**src/rtl/bitrev_reorder.sv**
```systemverilog
// Reorders bit-reversed FFT output frames into natural order.
// Two ping-pong banks: one is filled while the other is drained in bit-reversed address order.
module bitrev_reorder #(
    parameter int N = 3,
    parameter int W = 32
) (
    input  logic         clk,
    input  logic         reset,
    input  logic         start_ip,
    input  logic [W-1:0] ip_re,
    input  logic [W-1:0] ip_im,
    output logic [W-1:0] op_re,
    output logic [W-1:0] op_im,
    output logic         op_valid,
    output logic         start_op
);

    localparam int DEPTH = 2 ** N;
    localparam logic [N-1:0] LAST = '1;

    typedef enum logic { W_IDLE, W_FILL } wstate_t;
    typedef enum logic { R_IDLE, R_DRAIN } rstate_t;

    wstate_t w_state, w_next;
    rstate_t r_state, r_next;

    logic [N-1:0] wr_idx, wr_idx_next, wr_addr;
    logic [N-1:0] rd_idx, rd_idx_next;
    logic         wr_bank;
    logic         wr_en;
    logic         frame_done;
    logic         drain;

    logic [W-1:0] mem_re [2][DEPTH];
    logic [W-1:0] mem_im [2][DEPTH];

    function automatic logic [N-1:0] bitrev(input logic [N-1:0] v);
        for (int i = 0; i < N; i++) begin
            bitrev[i] = v[N-1-i];
        end
    endfunction

    // Write side: start_ip always restarts at index 0 of the current write bank.
    always_comb begin
        w_next      = w_state;
        wr_idx_next = wr_idx;
        wr_addr     = wr_idx;
        wr_en       = 1'b0;
        frame_done  = 1'b0;
        if (start_ip) begin
            wr_en       = 1'b1;
            wr_addr     = '0;
            wr_idx_next = N'(1);
            w_next      = W_FILL;
        end else if (w_state == W_FILL) begin
            wr_en = 1'b1;
            if (wr_idx == LAST) begin
                frame_done  = 1'b1;
                wr_idx_next = '0;
                w_next      = W_IDLE;
            end else begin
                wr_idx_next = wr_idx + 1'b1;
            end
        end
    end

    // A completed frame restarts the drain even on the edge that emits the previous frame's last sample.
    always_comb begin
        r_next      = r_state;
        rd_idx_next = rd_idx;
        drain       = 1'b0;
        if (r_state == R_DRAIN) begin
            drain       = 1'b1;
            rd_idx_next = rd_idx + 1'b1;
            if (rd_idx == LAST) begin
                r_next = R_IDLE;
            end
        end
        if (frame_done) begin
            r_next      = R_DRAIN;
            rd_idx_next = '0;
        end
    end

    always_ff @(posedge clk) begin
        if (reset) begin
            w_state <= W_IDLE;
            r_state <= R_IDLE;
            wr_idx  <= '0;
            rd_idx  <= '0;
            wr_bank <= 1'b0;
        end else begin
            w_state <= w_next;
            r_state <= r_next;
            wr_idx  <= wr_idx_next;
            rd_idx  <= rd_idx_next;
            if (frame_done) begin
                wr_bank <= ~wr_bank;
            end
        end
    end

    always_ff @(posedge clk) begin
        if (wr_en && !reset) begin
            mem_re[wr_bank][wr_addr] <= ip_re;
            mem_im[wr_bank][wr_addr] <= ip_im;
        end
    end

    // The read bank is always the one not being written.
    always_ff @(posedge clk) begin
        if (reset) begin
            op_re    <= '0;
            op_im    <= '0;
            op_valid <= 1'b0;
            start_op <= 1'b0;
        end else begin
            op_valid <= drain;
            start_op <= drain && (rd_idx == '0);
            if (drain) begin
                op_re <= mem_re[~wr_bank][bitrev(rd_idx)];
                op_im <= mem_im[~wr_bank][bitrev(rd_idx)];
            end
        end
    end

endmodule

```
**config.mk**
```make
export PLATFORM = sky130hd
export DESIGN_NAME = bitrev_reorder
export DESIGN_NICKNAME = d
export VERILOG_FILES = /design/src/rtl/bitrev_reorder.sv
export SDC_FILE = /design/constraint.sdc
export NUM_CORES = 1
export LEC_CHECK = 0
export ABC_AREA = 1
export CAP_MARGIN = 20
export CORE_ASPECT_RATIO = 0.5
export CORE_MARGIN = 1.5
export CORE_UTILIZATION = 25
export CTS_CLUSTER_DIAMETER = 150
export DETAILED_ROUTE_END_ITERATION = 6
export PLACE_DENSITY = 0.43
export SLEW_MARGIN = 20
export SYNTH_ARGS = -nofsm -noshare
export SYNTH_HDL_FRONTEND = slang
export SYNTH_SLANG_ARGS = --single-unit
```
**constraint.sdc**
```tcl
create_clock -name clk -period 17.4 [get_ports clk]
set_clock_uncertainty 0.1 [all_clocks]
set_input_delay 3.48 -clock clk [delete_from_list [all_inputs] [get_ports clk]]
set_output_delay 3.48 -clock clk [all_outputs]
set_load 0.02 [all_outputs]
```
==> out/qor.txt, run 1 <==
htree depth - 3
CTS clk-pin slew, worst paths - 0.06 ns
CP Launch Type - primary input
Initial DRT Pass Iterations - 6
Post-synth top flop - edfxtp_1
Slew @ Worst Pin - 1.13 ns
layout cells sized above 1 - 6.19%
Hold WS - 0.440 ns
Vias/cell - 4.40
Area contributors post-synth - edfxtp_1 70%, nand2_1 12%, nand3_1 9.4%
PwrDens - 106 nW/µm²
largest net degree at the start of global routing - 172
CTS Buffer Depth - 3
Yosys top cell area share - 69.6%
global-route wire length before repair - 186 mm
CTS tree - done
I/O pins - 133
ANT cells - 0
Post-synth ARST share - 0%
type of the most critical hold path - register to register
Crit Path Class - primary input to register
Via Count - 27,800
leakage power - 0.0180 µW
hpwl dp - 63.8 mm
fmax - 0.160 GHz
Mapped Area - 44,200 µm²
Root Driver - clkbuf_16
CP endpoint kind - register
hold_sp - w_state
Final TNS setup - 0 ns
dpl cell area - 47,400 µm²
cell taking the most area after synthesis - edfxtp_1
Critical Path RT - 17.61 ns
Core Box Area - 174,000 µm²
worst rel slew slack - 24.5%
# Post-CTS Setup Buffers - 0
vias in the first global route - 27,600
count of flip-flops with a built-in enable after synthesis - 1,024
WL/cell - 19.9 µm
crit-path max FO - 51
clock sink total - 1,099
Setup WS post-layout - 11.15 ns
Ys Warns - 0
Placed Cells - 6,094
post-route non-filler standard cell count - 6,305
cells after synthesis - 3,784
sequential share of the synthesized area - 73.0%
cts hold-fix bufs - 0
Worst-Skew Late Latency - 0.70 ns
status - finished clean
average footprint of a synthesized cell - 11.7 µm²
Chip Height - 300 µm
Final #Nets - 3,916
pre-CTS setup slack - 10.16 ns
FP Rows - 108
Placer Congestion - 0.749
unique cell type count in the Yosys netlist - 20
synth-to-layout area growth - 15.7%
Buffers on Ports - 132
post-synthesis register bit count - 1,099
FILL cells - 17,800
final WL - 126 mm
Resized cells post-CTS - 0
final hold violation count - 0
die area - 179,000 µm²
TritonCTS buffer count - 111
Syn Nets - 3,856
Die Span X - 597 µm
GRT Total Usage - 13.8%
R2R Path Start - wr_bank
RSZ-0062 raised after global routing - false
Post-DRT Antenna Nets - 0
initial drt markers - 1,734
Worst Setup SP - start_ip
initial antenna violation count - 5
GR Overflow Total - 0
Max-Cap Viols - 0
Final setup viols - 0
Initial Util - 25.3%
Tmin final - 6.25 ns
Final period util - 35.9%
drt drc - 0
Worst EP arrival - 6.46 ns
Final Cell Area - 51,100 µm²
Final Max Tran Viols - 0
peak supply drop - 0.0832 mV
[state kept, by name, indices dropped and copies added, names as in the netlist]
| signal | flops |
|---|---|
| mem_im | 512 |
| mem_re | 512 |
| op_im | 32 |
| op_re | 32 |
| rd_idx | 3 |
| wr_idx | 3 |
| op_valid | 1 |
| r_state | 1 |
| start_op | 1 |
| w_state | 1 |
| wr_bank | 1 |
[layer usage]
layer	track usage, %	up-vias	routed length, µm
met4	3.29	6	2610
met1	18.9	13900	58500
met5	0	-	41
met2	23.3	509	60100
li1	-	13200	-
met3	1.83	164	4450
[synthesized netlist by cell type (5+ instances only)]
cell type	number
clkbuf_1	38
nor3_1	5
nor2_1	155
dfxtp_1	75
buf_1	20
edfxtp_1	1024
a21oi_1	7
nand2_1	1361
nand3_1	833
inv_1	76
ha_1	5
buf_2	84
buf_4	27
buf_6	66
[metrics by stage]
stage | power, µW | util (%)
3_3_place_gp | 3040 | 27.2
3_5_place_dp | 3040 | 27.2
4_1_cts | 5480 | 29.3
2_1_floorplan | 2970 | -
6_report | 5410 | 29.3
5_1_grt | 5580 | 29.3
[worst paths after layout]
path / end / slack (ns) / cells after the start
max reg2reg: op_re[17] / 13.12 / 12
min reg2reg: wr_idx[2] / 0.44 / 2
min: wr_idx[2] / 0.44 / 2
max: mem_im[0][229] / 11.15 / 8
[area by class of cell]
class	count	area (µm²)	share of cell area, %
Clock inverter	67	621	1.21
Multi-Input combinational cell	2370	10100	19.8
Sequential cell	1099	32300	63.1
Clock buffer	142	3060	5.98
Timing Repair Buffer	184	1770	3.46
Tap cell	2365	2960	5.79
Inverter	78	324	0.634
[cell usage in the layout, fill, tap and decap left out, types with 27 or more instances in the layout]
master	count
inv_1	74
clkdlybuf4s50_1	131
nand2_1	1361
buf_4	48
edfxtp_1	1024
clkinv_2	27
nor2_1	141
clkbuf_16	115
nand3_1	833
dfxtp_1	70
[cell families after synthesis]
family / share of synthesized area, %
buf+inv: 4.33
fa+ha+maj: 0.142
compound gates: 0.133
simple gates: 22.4
flops: 73.0
[where the power goes]
part / leakage, µW / internal, µW / switching (µW)
Combinational: 0.00631 / 14.7 / 59.1
Sequential: 0.00984 / 2900 / 3.45
Clock: 0.00183 / 1410 / 1020
Total: 0.0180 / 4330 / 1080
[worst max-delay path: stages]
cell and delay, ns:
clkdlybuf4s50_1 0.59, nor2_1 0.10, nor2_1 0.12, inv_1 0.09, a21oi_1 0.32, nand2_1 0.28
nor2_4 0.46, buf_4 0.94
(Power assumes the default switching activity.)
==> inputs of run 2 (changes only) <==
--- a/config.mk
+++ b/config.mk
@@ -12,7 +12,7 @@
 export CORE_UTILIZATION = 25
 export CTS_CLUSTER_DIAMETER = 150
 export DETAILED_ROUTE_END_ITERATION = 6
-export PLACE_DENSITY = 0.43
+export PLACE_DENSITY = 0.45
 export SLEW_MARGIN = 20
 export SYNTH_ARGS = -nofsm -noshare
 export SYNTH_HDL_FRONTEND = slang
==> constraint.sdc (replaced) <==
create_clock -name clk -period 5.6 [get_ports clk]
set_clock_uncertainty 0.1 [all_clocks]
set_input_delay 1.12 -clock clk [delete_from_list [all_inputs] [get_ports clk]]
set_output_delay 1.12 -clock clk [all_outputs]
set_load 0.02 [all_outputs]
==> out/qor.txt, run 2 (synthesized netlist as in run 1, its figures left out) <==
CP endpoint kind - register
final hold violation count - 0 (unchanged)
type of the most critical hold path - register to register
Crit path largest cell delay - 0.74 ns (-0.20 ns)
CP Cell Sequence - clkdlybuf4s50_1 > nor2_1 > nor2_1 > inv_1 > a21oi_1 > nand2_1 > nor2_4 > buf_4
Initial DRT Pass Iterations - 5 (-1)
FP Rows - 108 (unchanged)
Crit Path Class - primary input to register
htree depth - 3 (unchanged)
Die Span X - 597 µm (unchanged)
RSZ-0062 raised after global routing - false
Final #Nets - 3,922 (+0.15%)
Final period util - 61.4%
GRT Total Usage - 13.1% (-0.73 points)
Slew @ Worst Pin - 1.55 ns (+0.417 ns)
vias in the first global route - 27,400 (-0.83%)
post-route non-filler standard cell count - 6,310 (+0.079%)
CTS Buffer Depth - 3 (unchanged)
Buffers on Ports - 132 (unchanged)
peak supply drop - 0.225 mV (+170%)
Resized cells post-CTS - 0 (unchanged)
die area - 179,000 µm² (unchanged)
layout cells sized above 1 - 5.83% (-0.36 points)
CP dominant cell by count - nor2_1
Regs by FF count - mem_im x512, mem_re x512
Final Max Tran Viols - 68 (+68)
cts hold-fix bufs - 0 (unchanged)
Critical Path RT - 5.88 ns (-11.73 ns)
TritonCTS buffer count - 112 (+0.90%)
worst rel slew slack - -3.36% (-28 points)
crit-path max FO - 18 (-65%)
Vias/cell - 4.42 (+0.37%)
final WL - 119 mm (-5.0%)
Post-DRT Antenna Nets - 0 (unchanged)
Max-Cap Viols - 0 (unchanged)
slowest stage cell, crit path - nor2_4
failing checks - slew limit
I/O pins - 133 (unchanged)
synth-to-layout area growth - 15.5%
FILL cells - 17,700 (-0.57%)
initial antenna violation count - 5 (unchanged)
hpwl dp - 62.5 mm (-2.0%)
leakage power - 0.0179 µW (-0.48%)
initial drt markers - 2,047 (+18%)
GR Overflow Total - 0 (unchanged)
Root Driver - clkbuf_16
pre-CTS setup slack - 1.41 ns (-8.75 ns)
drt drc - 0 (unchanged)
largest net degree at the start of global routing - 225 (+31%)
most frequent cells in the layout - 1,361 x nand2_1, 1,024 x edfxtp_1, 833 x nand3_1
Core Box Area - 174,000 µm² (unchanged)
fmax - 0.291 GHz
CTS clk-pin slew, worst paths - 0.06 ns (about the same)
sequential cell area - 32,300 µm² (unchanged)
area of the multi-input gates - 10,100 µm² (unchanged)
CP Launch Type - primary input
global-route wire length before repair - 179 mm (-4.0%)
Final TNS setup - 0 ns (unchanged)
CTS tree - done
Via Count - 27,900 (+0.45%)
Setup WS post-layout - 2.16 ns (-8.99 ns)
Worst-Skew Late Latency - 0.69 ns (about the same)
Final setup viols - 0 (unchanged)
Placer Congestion - 0.738 (-1.4%)
clock sink total - 1,099 (unchanged)
Hold WS - 0.413 ns (-0.0268 ns)
Tmin final - 3.44 ns
# Post-CTS Setup Buffers - 0 (unchanged)
Initial Util - 25.3% (unchanged)
most common cell after layout, fill and taps aside - nand2_1
PwrDens - 321 nW/µm² (+200%)
status - finished with violations
Placed Cells - 6,101 (+0.11%)
Worst EP arrival - 3.72 ns (-2.74 ns)
Chip Height - 300 µm (unchanged)
WL/cell - 18.9 µm (-5.1%)
run 2: layout make-up:
type,instances,area share (%)
antenna,2,0.00981
clock buffer,160,6.05
clock inverter,47,0.699
inverter,78,0.635
multi-input combinational,2370,19.8
sequential,1099,63.2
tap,2365,5.80
timing repair buffer,189,3.75
run 2: routing by layer:
metal / part of all wire (%) / up-vias / global-route usage (%)
met5: 0.045 / - / 0
met4: 1.9 / 8 / 3.09
li1: - / 13200 / -
met2: 48 / 519 / 22.1
met1: 46 / 14000 / 17.9
met3: 3.8 / 162 / 1.74
run 2: critical path, delay by kind of cell:
kind                   cells  cell delay (ns)
AOI/OAI and AO/OA          1             0.29
buffers and inverters      3             1.09
and+or+nand+nor            4             1.20
run 2: path summary, 6_finish.rpt:
path / start / endpoint / slack, ns / cells past startpoint
setup / recovery: start_ip / mem_re[0][36] / 2.16 / 8
hold / removal: w_state / wr_idx[2] / 0.41 / 2
setup reg to reg: wr_bank / op_im[16] / 2.27 / 10
hold reg to reg: w_state / wr_idx[2] / 0.41 / 2
run 2: stage by stage:
stage	util [%]	cell area, µm²	power, µW
after floorplan	-	44200	9240
after global placement	27.3	47600	9430
after detailed placement	27.3	47600	9430
after CTS	29.2	51000	16600
after global routing	29.3	51000	16900
final	29.3	51000	16400
run 2: power by group:
group | internal, µW | leakage (µW) | switching (µW) | total [µW]
Combinational | 47.9 | 0.00636 | 174 | 222
Clock | 4040 | 0.00168 | 3100 | 7140
Sequential | 9020 | 0.00984 | 10.9 | 9030
==> inputs of run 3 (changes only) <==
--- a/config.mk
+++ b/config.mk
@@ -12,7 +12,7 @@
 export CORE_UTILIZATION = 25
 export CTS_CLUSTER_DIAMETER = 150
 export DETAILED_ROUTE_END_ITERATION = 6
-export PLACE_DENSITY = 0.45
+export PLACE_DENSITY = 0.43
 export SLEW_MARGIN = 20
 export SYNTH_ARGS = -nofsm -noshare
 export SYNTH_HDL_FRONTEND = slang
==> constraint.sdc (replaced) <==
create_clock -name clk -period 3.3 [get_ports clk]
set_clock_uncertainty 0.1 [all_clocks]
set_input_delay 0.66 -clock clk [delete_from_list [all_inputs] [get_ports clk]]
set_output_delay 0.66 -clock clk [all_outputs]
set_load 0.02 [all_outputs]
==> out/qor.txt, run 3 (synthesized netlist as in run 1, its figures left out) <==
GRT Total Usage - 14.5% (+1.3 points)
Crit Path Class - register to register
synth-to-layout area growth - 18.0%
# Post-CTS Setup Buffers - 0 (unchanged)
largest net degree at the start of global routing - 188 (-16%)
vias in the first global route - 28,300 (+3.4%)
CTS tree - done
worst r2r path cells - 10 (unchanged)
die area - 179,000 µm² (unchanged)
CP Launch Type - register
Slew @ Worst Pin - 0.992 ns (-0.558 ns)
Final period util - 79.8%
final WL - 131 mm (+9.8%)
initial drt markers - 1,959 (-4.3%)
most common cell after layout, fill and taps aside - nand2_1
Util after Layout - 29.9% (+0.63 points)
Regs by FF count - mem_im x512, mem_re x512
CTS Buffer Depth - 3 (unchanged)
worst rel slew slack - 33.9% (+37 points)
Placed Cells - 6,147 (+0.75%)
final hold violation count - 0 (unchanged)
CP endpoint kind - register
drt drc - 0 (unchanged)
CP top delay family - buffers and inverters
clock sink total - 1,099 (unchanged)
sequential cell area - 32,300 µm² (unchanged)
FILL cells - 17,800 (+0.85%)
initial antenna violation count - 7 (+2)
R2R Path Start - wr_bank
RR Endpoint - op_re[26]
R2R Setup Slk - 0.67 ns (-1.60 ns)
htree depth - 3 (unchanged)
PwrDens - 550 nW/µm² (+71%)
met1 usage - 20.2% (+2.3 points)
Crit path largest cell delay - 0.54 ns (-0.20 ns)
slowest stage cell, crit path - buf_4
CTS clk-pin slew, worst paths - 0.06 ns (about the same)
met2 GRT Util - 23.6% (+1.5 points)
CP Buf/Inv Count - 3 (unchanged)
Placer Congestion - 0.765 (+3.6%)
Vias/cell - 4.47 (+1.2%)
hold_sp - reset
status - finished clean
fmax - 0.380 GHz
Via Count - 28,500 (+2.0%)
Root Driver - clkbuf_16
FP Rows - 108 (unchanged)
Tmin final - 2.63 ns
Final setup viols - 0 (unchanged)
Worst-Skew Late Latency - 0.72 ns (+0.03 ns)
post-route non-filler standard cell count - 6,362 (+0.82%)
most frequent cells in the layout - 1,361 x nand2_1, 1,024 x edfxtp_1, 833 x nand3_1
hpwl dp - 73.6 mm (+18%)
Design Power - 28,700 µW (+75%)
CP Cell Sequence - inv_16 > buf_4 > nand2_1 > nand3_1 > nand3_1 > nand2_1 > nand2_1 > nand3_1 > nand2_1 > inv_1
Core Box Area - 174,000 µm² (unchanged)
CP dominant cell by count - nand2_1
global route hottest layer - met2
Hold WS - 0.311 ns (-0.102 ns)
Chip Height - 300 µm (unchanged)
Resized cells post-CTS - 0 (unchanged)
hold depth - 4 (+2)
leakage power - 0.0184 µW (+2.7%)
crit-path max FO - 187 (+169)
RSZ-0062 raised after global routing - false
WL/cell - 20.6 µm (+8.9%)
Die Span X - 597 µm (unchanged)
Initial Util - 25.3% (unchanged)
peak supply drop - 0.441 mV (+96%)
I/O pins - 133 (unchanged)
Worst EP arrival - 3.20 ns (-0.52 ns)
met3 Track Usage GR - 2.34% (+0.60 points)
Final Max Tran Viols - 0 (-100%)
global-route wire length before repair - 194 mm (+8.4%)
cts hold-fix bufs - 0 (unchanged)
Max-Cap Viols - 0 (unchanged)
Final #Nets - 3,969 (+1.2%)
area of the multi-input gates - 10,100 µm² (+0.12%)
Buffers on Ports - 132 (unchanged)
TritonCTS buffer count - 113 (+0.89%)
Critical Path RT - 3.86 ns (-2.02 ns)
Hold EP - w_state
layout cells sized above 1 - 7.26% (+1.4 points)
GR Overflow Total - 0 (unchanged)
Initial DRT Pass Iterations - 7 (+2)
Post-DRT Antenna Nets - 0 (unchanged)
type of the most critical hold path - primary input to register
run 3: cell types whose count changed in the layout (fill, tap and decap cells not counted):
cell and change:
bufinv_16 +5, nor3_4 +2, buf_12 +37, clkbuf_8 +1, clkinv_8 -1, buf_6 -1
inv_6 -1, clkinv_2 +3, clkbuf_1 -8, clkbuf_16 +3, nor3_2 -2, clkinvlp_4 +2
clkinv_16 +2, buf_4 +10
run 3: final cells by class:
cell class                      instances  area share (%)
Multi-Input combinational cell       2370            19.4
Tap cell                             2365            5.68
Clock buffer                          156            6.03
Antenna cell                            2         0.00960
Clock inverter                         57            1.10
Sequential cell                      1099            61.9
Inverter                               78           0.622
Timing Repair Buffer                  235            5.21
run 3: tightest hold or removal path, cell delays in order:
cell and delay, ns:
buf_4 0.18, nor2_1 0.07, inv_1 0.10, a21oi_1 0.06
run 3: routing by layer:
| metal | routed length (µm) | share of wire (%) | up-vias |
|---|---|---|---|
| met5 | 21 | 0.016 | - |
| met4 | 2460 | 1.9 | 4 |
| met3 | 5840 | 4.5 | 167 |
| met2 | 61400 | 47 | 623 |
| met1 | 61500 | 47 | 14300 |
| li1 | - | - | 13300 |
run 3: worst max path at each step:
stage | startpoint | end | slack [ns] | cells after the start
3_5_place_dp | start_ip | mem_re[1][209] | -0.02 | 8
2_1_floorplan | reset | mem_im[0][0] | -0.94 | 6
5_1_grt | op_re[4] | op_re[4] | 0.64 | 1
3_3_place_gp | start_ip | mem_re[1][208] | -0.06 | 8
6_report | wr_bank | op_re[26] | 0.67 | 10
4_1_cts | op_re[24] | op_re[24] | 0.60 | 1
run 3: power breakdown:
group	total, µW	switching, µW	internal [µW]
clock network	12900	5460	7430
logic	453	351	102
registers	15300	18.3	15300
total	28700	5830	22800
run 3: metrics by stage:
| stage | area, µm² | worst slack [ns] | setup TNS [ns] |
|---|---|---|---|
| floorplan | 44300 | -0.942 | -120.57 |
| global placement | 48400 | -0.0624 | -2.74 |
| detailed placement | 48400 | -0.0158 | -0.178 |
| CTS | 52100 | 0.602 | 0 |
| global route | 52100 | 0.636 | 0 |
| finish | 52100 | 0.665 | 0 |
